`config.mk`:
```
export PLATFORM = sky130hd
export DESIGN_NAME = ibex_rvfi_trace_buffer
export DESIGN_NICKNAME = d
export VERILOG_FILES = /design/src/rtl/ibex_rvfi_trace_buffer.sv
export SDC_FILE = /design/constraint.sdc
export NUM_CORES = 1
export LEC_CHECK = 0
export ABC_AREA = 1
export CAP_MARGIN = 30
export CORE_MARGIN = 10
export CORE_UTILIZATION = 41
export CTS_CLUSTER_SIZE = 30
export DETAILED_ROUTE_END_ITERATION = 16
export RECOVER_POWER = 25
export SLEW_MARGIN = 20
export SYNTH_ARGS = -nofsm -noshare
export SYNTH_HDL_FRONTEND = slang
export SYNTH_SLANG_ARGS = --single-unit
```
`constraint.sdc`:
```
create_clock -name clk_i -period 13.63 [get_ports clk_i]
set_input_delay 1.363 -clock clk_i [delete_from_list [all_inputs] [get_ports clk_i]]
set_output_delay 1.363 -clock clk_i [all_outputs]
set_load 0.01 [all_outputs]
```
`src/rtl/ibex_rvfi_trace_buffer.sv`:
```
// ibex_rvfi_trace_buffer: on-chip RVFI retirement capture buffer with stream FIFO and triggered circular capture modes
//   clk_i, rst_ni                  clock, asynchronous active-low reset
//   rvfi_*_i                       retirement record from ibex_core
//   mode_i, arm_i, clear_i         control (mode and post_cnt_i latched at arm)
//   trig_pc_i, post_cnt_i          trigger PC and records kept after the trigger
//   rec_valid_o/rec_ready_i/rec_data_o  record read port
//   level_o, state_o, drop_cnt_o   status
module ibex_rvfi_trace_buffer #(
    parameter int unsigned Depth      = 16,
    parameter int unsigned CntWidth   = 16,
    parameter bit          TrigOnTrap = 1'b1
) (
    input  logic                       clk_i,
    input  logic                       rst_ni,
    input  logic                       rvfi_valid_i,
    input  logic [31:0]                rvfi_pc_rdata_i,
    input  logic [31:0]                rvfi_insn_i,
    input  logic [4:0]                 rvfi_rd_addr_i,
    input  logic [31:0]                rvfi_rd_wdata_i,
    input  logic [1:0]                 rvfi_mode_i,
    input  logic                       rvfi_trap_i,
    input  logic                       rvfi_intr_i,
    input  logic                       mode_i,
    input  logic                       arm_i,
    input  logic                       clear_i,
    input  logic [31:0]                trig_pc_i,
    input  logic [CntWidth-1:0]        post_cnt_i,
    output logic                       rec_valid_o,
    input  logic                       rec_ready_i,
    output logic [104:0]               rec_data_o,
    output logic [$clog2(Depth):0]     level_o,
    output logic [1:0]                 state_o,
    output logic [CntWidth-1:0]        drop_cnt_o
);
    localparam int unsigned PtrW = $clog2(Depth);
    localparam int unsigned LvlW = PtrW + 1;

    typedef enum logic [1:0] {IDLE = 2'd0, RUN = 2'd1, POST = 2'd2, FROZEN = 2'd3} state_e;

    state_e              state_q, state_d;
    logic                mode_q, mode_d;
    logic [CntWidth-1:0] post_q, post_d;
    logic [CntWidth-1:0] cnt_q, cnt_d;
    logic [PtrW-1:0]     wr_ptr_q, wr_ptr_d;
    logic [PtrW-1:0]     rd_ptr_q, rd_ptr_d;
    logic [LvlW-1:0]     level_q, level_d;
    logic [CntWidth-1:0] drop_q, drop_d;
    logic [104:0]        mem [Depth];

    logic full, wr_req, pop, stream_drop, do_wr, ovw, trig;

    assign full        = level_q == LvlW'(Depth);
    assign wr_req      = rvfi_valid_i && (state_q == RUN || state_q == POST) && !clear_i;
    assign pop         = rec_valid_o && rec_ready_i && !clear_i;
    // A full stream FIFO only accepts a write when a pop frees a slot in the same cycle.
    assign stream_drop = !mode_q && full && !pop;
    assign do_wr       = wr_req && !stream_drop;
    // Capture mode keeps the newest Depth records: overwrite the oldest and drag rd along.
    assign ovw         = mode_q && full && do_wr;
    assign trig        = mode_q && state_q == RUN && do_wr &&
                         (rvfi_pc_rdata_i == trig_pc_i || (TrigOnTrap && rvfi_trap_i));

    always_ff @(posedge clk_i or negedge rst_ni) begin
        if (!rst_ni) begin
            state_q <= IDLE;
        end else begin
            state_q <= state_d;
        end
    end

    always_comb begin
        state_d = state_q;
        case (state_q)
            IDLE:    state_d = arm_i ? RUN : IDLE;
            RUN:     state_d = trig ? ((post_q == '0) ? FROZEN : POST) : RUN;
            POST:    state_d = (do_wr && cnt_q == CntWidth'(1)) ? FROZEN : POST;
            default: state_d = FROZEN;
        endcase
        if (clear_i) state_d = IDLE;
    end

    always_comb begin
        state_o     = state_q;
        rec_valid_o = (level_q != '0) && (!mode_q || state_q == FROZEN);
        rec_data_o  = (level_q != '0) ? mem[rd_ptr_q] : '0;
        level_o     = level_q;
        drop_cnt_o  = drop_q;
    end

    always_comb begin
        mode_d   = (state_q == IDLE && arm_i && !clear_i) ? mode_i : mode_q;
        post_d   = (state_q == IDLE && arm_i && !clear_i) ? post_cnt_i : post_q;
        cnt_d    = trig ? post_q : (state_q == POST && do_wr) ? cnt_q - CntWidth'(1) : cnt_q;
        wr_ptr_d = clear_i ? '0 : do_wr ? wr_ptr_q + PtrW'(1) : wr_ptr_q;
        rd_ptr_d = clear_i ? '0 : (pop || ovw) ? rd_ptr_q + PtrW'(1) : rd_ptr_q;
        level_d  = clear_i ? '0 : level_q + LvlW'(do_wr && !ovw) - LvlW'(pop);
        drop_d   = clear_i ? '0 : (wr_req && stream_drop && !(&drop_q)) ? drop_q + CntWidth'(1) : drop_q;
    end

    always_ff @(posedge clk_i or negedge rst_ni) begin
        if (!rst_ni) begin
            mode_q   <= 1'b0;
            post_q   <= '0;
            cnt_q    <= '0;
            wr_ptr_q <= '0;
            rd_ptr_q <= '0;
            level_q  <= '0;
            drop_q   <= '0;
        end else begin
            mode_q   <= mode_d;
            post_q   <= post_d;
            cnt_q    <= cnt_d;
            wr_ptr_q <= wr_ptr_d;
            rd_ptr_q <= rd_ptr_d;
            level_q  <= level_d;
            drop_q   <= drop_d;
        end
    end

    always_ff @(posedge clk_i) begin
        if (do_wr) begin
            mem[wr_ptr_q] <= {rvfi_pc_rdata_i, rvfi_insn_i, rvfi_rd_wdata_i, rvfi_rd_addr_i,
                              rvfi_mode_i, rvfi_trap_i, rvfi_intr_i};
        end
    end
endmodule

```
# Word-level counts from Yosys, hierarchy flattened
# Memory sizes are Yosys's and may differ from the RTL's.
# Cells that the tools add are included.
classes:
  add_sub_neg: 6
  n_eq_ne: 6
  mux: 18
  n_reduce_logical: 38
ops:
  columns: ["op", "count"]
  rows:
  - ["2-to-1 mux 105 bit", 1]
  - ["2-to-1 mux 16 bit", 4]
  - ["equality test 32 bit", 1]
  - ["logical AND 1 bit", 20]
  - ["adder 16 x 1 -> 16 bit, second input constant", 1]
  - ["equality test 16 x 1 -> 1 bit, second input constant", 1]
  - ["zero test 16 bit", 1]
  - ["2-to-1 mux 4 bit", 4]
  - ["AND reduction 16 bit", 1]
  - ["subtractor 16 x 1 -> 16 bit, second input constant", 1]
  - ["adder 4 x 1 -> 4 bit, second input constant", 2]
  - ["nonzero test 2 bit", 4]
  - ["zero test 1 bit", 6]
  - ["one-hot mux 2 bit (3 select lines)", 1]
  - ["adder 5 x 1 -> 5 bit", 1]
  - ["equality test 5 bit, second input constant", 1]
  - ["2-to-1 mux 1 bit", 5]
  - ["2-to-1 mux 5 bit", 1]
  - ["nonzero test 5 bit", 1]
  - ["subtractor 5 x 1 -> 5 bit", 1]
  - ["equality test 2 bit, second input constant", 2]
  - ["logical OR 1 bit", 4]
  - ["2-to-1 mux 2 bit", 2]
  - ["equality test 2 x 1 -> 1 bit, second input constant", 1]
  - ["zero test 2 bit", 1]
totals:
  ff_bits: 64
  ram_bits: 1680
  input_bits: 160
  output_inout_bits: 129
  elab_cells: 77
  memories: 1
mem_list:
  columns: ["memory", "words", "width", "read_ports", "rd_ports_with_merged_regs", "wr", "line", "text"]
  rows:
  - ["mem", 16, 105, 1, 0, 1, "48", "logic [104:0] mem [Depth];"]

# Logic depth before layout (Yosys ltp)
logic_depth:
  word_depth: 15
  depth_mapped: 21
  mapped_depth_nobuf: 21

# Worst setup path after synthesis
# No wires, ideal clock.
synth_timing:
  kind: "in2reg"
  from: "in clear_i"
  to: "mem mem[0][0], enable pin"
  setup_ns: 0.570
  arrival_ns: 6.571
  t_required_ns: 13.060
  slack_ns: 6.490
  cell_stages: 8
  n_path_buf: 1
  path_cell_list: "buf_2 > inv_2 > nand3_1 > inv_1 > nand2_4 > inv_1 > nand2_1 > nor2_1"
synth_via:
  elab_chain_cells: 8
  word_cells_on_any_way: 9
  cone_classes: "mux: 2; reduce/logical: 7"
synth_lines:
  columns: ["element", "line", "text"]
  rows:
  - ["start: declaration", "25", "input logic clear_i,"]
  - ["zero test 1 bit (*)", "53, 54", null]
  - ["logical AND 1 bit", "54", "assign pop = rec_valid_o && rec_ready_i && !clear_i;"]
  - ["zero test 1 bit", "56", "assign stream_drop = !mode_q && full && !pop;"]
  - ["logical AND 1 bit", "56", null]
  - ["zero test 1 bit", "57", "assign do_wr = wr_req && !stream_drop;"]
  - ["logical AND 1 bit (*)", "57", null]
  - ["2-to-1 mux 1 bit (*)", "121", "if (do_wr) begin"]
  - ["2-to-1 mux 1 bit (implied by the code) (*)", "122", "mem[wr_ptr_q] <= {rvfi_pc_rdata_i, rvfi_insn_i, rvfi_rd_wdata_i, rvfi_rd_addr_i,"]
  - ["end: declaration", "48", null]
# Mark *: on every way between the ends. The rest lies on a longest branch, timed or not.

# Worst setup path after layout
layout_timing:
  from: "reg rd_ptr_q[1]"
  to: "out rec_data_o[80]"
layout_via:
  elab_chain_cells: 2
layout_lines:
  columns: ["element", "line", "text"]
  rows:
  - ["start: declaration", "45", "logic [PtrW-1:0] rd_ptr_q, rd_ptr_d;"]
  - ["start signal: assignment", "114", "rd_ptr_q <= rd_ptr_d;"]
  - ["memory read (16 x 105 bit)", null, null]
  - ["2-to-1 mux 105 bit", "85", "rec_data_o = (level_q != '0) ? mem[rd_ptr_q] : '0;"]
  - ["end: declaration", "30", "output logic [104:0] rec_data_o,"]
# No other way between the ends.

==> impl_metrics.csv <==
group,metric,value,unit
timing,setup_tns,0,ns
yosys,syn-cell-area,0.0690,mm²
global_routing,grt_start_max_net_pins,256,
global_routing,grt_first_pass_wirelength,283000,µm
setup_path,start_kind,"register",
clock_tree,cts_tree,"yes",
route,dr_wl_met3,12700,µm
clock_tree,cts_buffers,180,
route,drc_errors,0,
pwr,p_switching,3.07,mW
finish,areaGrowthSynthToFinish,15.4,%
clock_tree,post_cts_resized,0,
pwr,pwr-share-comb,11.8,%
clock_tree,clock_latency,0.82,ns
global_routing,track_usage,20.1,%
placement,post-place-ws,7.24,ns
worst_hold_path,min_path_type,"reg -> reg",
setup_path,cp_max_fo,130,
route,routed-wl-met2,91500,µm
route,ant_nets,0,
setup_path,endpoint_kind,"output pin",
timing,period_share,51.9,%
yosys,ys_types,41,
placement,routabilityCongestion,0.761,
job,maxCapViolCount,1,
die,start_util,41.3,%
placement,port-buffer-count,288,
pwr,vdd_drop_max,0.114,mV
global_routing,grt_overflow_total,0,
clock_tree,postCtsHoldBufs,0,
worst_hold_path,hold_start,"post_q[10]",
clock_tree,clockBufferDepth,3,
yosys,synthFlopType,"edfxtp_1",
finish,fin_util,47.6,%
pwr,p_leak,25.1,nW
timing,rsz0062_at_grt,"no",
die,die_y,430,µm
timing,slew_headroom,-139,%
timing,hold_violations,0,
clock_tree,clock_sinks,1744,
yosys,synth_simple_gate_area_share,7.18,%
pwr,p_seq_share,49.0,%
route,drt-met1-wl,82500,µm
pwr,power_density,153,mW/mm²
global_routing,antenna_found_initial,31,
yosys,synth-adder-area-share,0.373,%
route,vias,43700,
setup_path,crit_type,"reg -> out",
die,rows,150,
pwr,internal-power,9.09,mW
yosys,yosysSeqAreaShare,75.4,%
clock_tree,clk_pin_slew,0.06,ns
finish,fill_cells,14500,
pwr,p_sw_share,25.2,%
yosys,synth_nets,5211,
route,first_pass_iters,5,
yosys,synth_compound_area_share,13.3,%
timing,skew,0.0279,ns
yosys,synth_mux_area_share,0.228,%
timing,setup_violations,0,
setup_path,cp-startpoint,"rd_ptr_q[1]",
route,viasPerCell,5.78,
finish,drive_gt1_share,6.70,%
timing,postLayoutSetupSlackWorst,6.56,ns
global_routing,grt_pass1_vias,42800,
yosys,synth_area_per_cell,13.7,µm²
yosys,synth_edf_count,1680,
yosys,synthArstFlopShare,3.67,%
route,wl,192000,µm
timing,drv_slew,65,
route,drt_iter0_drc,4497,
clock_tree,postCtsSetupRepairBufs,0,
clock_tree,cts_root_buf,"clkbuf_16",
pwr,clkPwrFrac,39.2,%
route,top_layer_used,"met5",
die,die_w,430,µm
setup_path,r2r_start,"level_o[3]",
die,die-area,0.185,mm²
timing,tightest_slew,3.59,ns
yosys,yosys_register_bits,1744,
finish,layout.nets,5372,
yosys,synth-xor-area-share,0.571,%
yosys,yosys_warnings,0,
die,core_area,0.167,mm²
yosys,yosys.area.top_type_share,73.1,%
route,routedWlPerCell,25.4,µm
timing,fmax,141,MHz
setup_path,arrival,5.71,ns
clock_tree,htreeDepth,4,
yosys,synthCells,5031,
yosys,synth_area_leaders,"edfxtp_1 (73%), o21ai_0 (5.6%), nor2_1 (4.9%), o221ai_1 (3.8%), dfrtp_1 (2.3%)",
run_status,outcome,"finished, violations left",
run_status,violations,"capacitance limit, slew limit",
yosys,synth_top_family_by_area,"compound AO/OA/AOI/OAI gates",
setup_path,required,12.27,ns
timing,fin_crit,7.07,ns
die,io_pins,289,
finish,seqCellArea,0.0521,mm²
placement,hpwl,89300,µm
finish,multi_input_area,0.0151,mm²
yosys,synth_top_cell_by_area,"edfxtp_1",
## final timing paths
check | end | slack [ns] | cells past startpoint
min | cnt_q[10] | 0.53 | 2
max in group asynchronous | rd_ptr_q[1] | 9.23 | 2
min reg2reg | cnt_q[10] | 0.53 | 2
max | rec_data_o[80] | 6.56 | 8
min in group asynchronous | drop_cnt_o[13] | 1.86 | 2
max reg2reg | mem[3][92] | 8.66 | 13
## registers in the layout, indices dropped and copies added (netlist names)
register	cells
mem	1680
cnt_q	16
drop_cnt_o	16
post_q	16
level_o	5
rd_ptr_q	4
wr_ptr_q	4
state_o	2
mode_q	1
## routing by layer
| metal | vias up | GRT usage, % |
|---|---|---|
| met5 | - | 0 |
| met4 | 18 | 7.10 |
| met3 | 318 | 3.43 |
| met2 | 1575 | 32.5 |
| met1 | 22300 | 27.3 |
| li1 | 19500 | - |
## cells by family after synthesis
| group | after synthesis |
|---|---|
| adder cells (fa/ha/maj) | 20 |
| multiplexers | 14 |
| flip-flops | 1744 |
| AND/OR/NAND/NOR | 1237 |
| AO/OA/AOI/OAI | 1523 |
| XOR/XNOR | 45 |
| buffers and inverters | 448 |
## power by group through the flow
stage / logic [mW] / clock network [mW] / registers [mW]
floorplan: 0.679 / 0 / 6.06
global placement: 1.44 / 0 / 6.07
detailed placement: 1.46 / 0 / 6.07
CTS: 1.46 / 4.85 / 5.96
global route: 1.55 / 5.06 / 5.96
finish: 1.44 / 4.76 / 5.96
## per-stage QoR
stage / area (µm²) / std cells / hold WS [ns] / power, mW
6_report: 79600 / 7560 / 0.528 / 12.2
5_1_grt: 79600 / 7553 / 0.556 / 12.6
4_1_cts: 79500 / 7539 / 0.531 / 12.3
3_5_place_dp: 73800 / 7209 / 0.516 / 7.53
3_3_place_gp: 73700 / 7205 / 0.507 / 7.51
2_1_floorplan: 69000 / 5031 / 0.482 / 6.73
## cells in the final DEF (no fill, tap or decap), types with 4 or more instances in the layout
| master | netlist | layout |
|---|---|---|
| a21oi_1 | 121 | 121 |
| buf_12 | 0 | 15 |
| buf_16 | 0 | 7 |
| buf_4 | 43 | 38 |
| bufinv_16 | 0 | 11 |
| clkbuf_1 | 250 | 49 |
| clkbuf_16 | 0 | 180 |
| clkdlybuf4s50_1 | 0 | 229 |
| clkinv_1 | 2 | 42 |
| clkinv_16 | 0 | 4 |
| clkinv_2 | 1 | 28 |
| clkinvlp_4 | 0 | 6 |
| dfrtp_1 | 64 | 60 |
| dfrtp_4 | 0 | 4 |
| diode_2 | 0 | 16 |
| dlygate4sd3_1 | 0 | 58 |
| edfxtp_1 | 1680 | 1680 |
| ha_1 | 19 | 19 |
| inv_1 | 67 | 66 |
| inv_16 | 0 | 8 |
| inv_2 | 5 | 4 |
| inv_6 | 0 | 5 |
| mux2_2 | 14 | 14 |
| nand2_1 | 145 | 145 |
| nand3_1 | 149 | 149 |
| nand3b_1 | 6 | 6 |
| nand4_1 | 7 | 7 |
| nor2_1 | 908 | 892 |
| nor2_4 | 1 | 17 |
| nor4_1 | 7 | 7 |
| o211ai_1 | 122 | 122 |
| o21ai_0 | 769 | 769 |
| o21ai_1 | 87 | 87 |
| o221ai_1 | 298 | 298 |
| o22ai_1 | 122 | 122 |
| xnor2_1 | 30 | 30 |
| xor2_1 | 15 | 15 |
## Yosys cell counts, drive strengths merged (7+ instances only)
| library cell | count |
|---|---|
| o221ai | 298 |
| edfxtp | 1680 |
| buf | 123 |
| inv | 72 |
| nor4 | 7 |
| ha | 19 |
| dfrtp | 64 |
| nand4 | 8 |
| nor2 | 912 |
| clkbuf | 250 |
| nand3 | 149 |
| xor2 | 15 |
| xnor2 | 30 |
| o22ai | 122 |
| nand2 | 148 |
| mux2 | 14 |
| a21oi | 121 |
| o21ai | 856 |
| o211ai | 122 |
## worst max-delay path, cell delays in order, from the launching register on
cell	delay, ns
dfrtp_4	0.73
inv_8	0.73
buf_4	0.75
buf_4	0.81
o21ai_0	0.23
o221ai_1	0.23
o211ai_1	0.12
a21oi_1	0.45
clkdlybuf4s50_1	0.64
## area by class of cell
class                      count  share of cell area, %
sequential                  1744                   65.4
multi-input combinational   2839                   18.9
clock buffer                 227                   5.89
timing repair buffer         352                   4.62
tap                         2204                   3.46
clock inverter               103                   1.26
inverter                      75                  0.402
antenna                       16                 0.0503
Power figures use the tool's default switching activity.
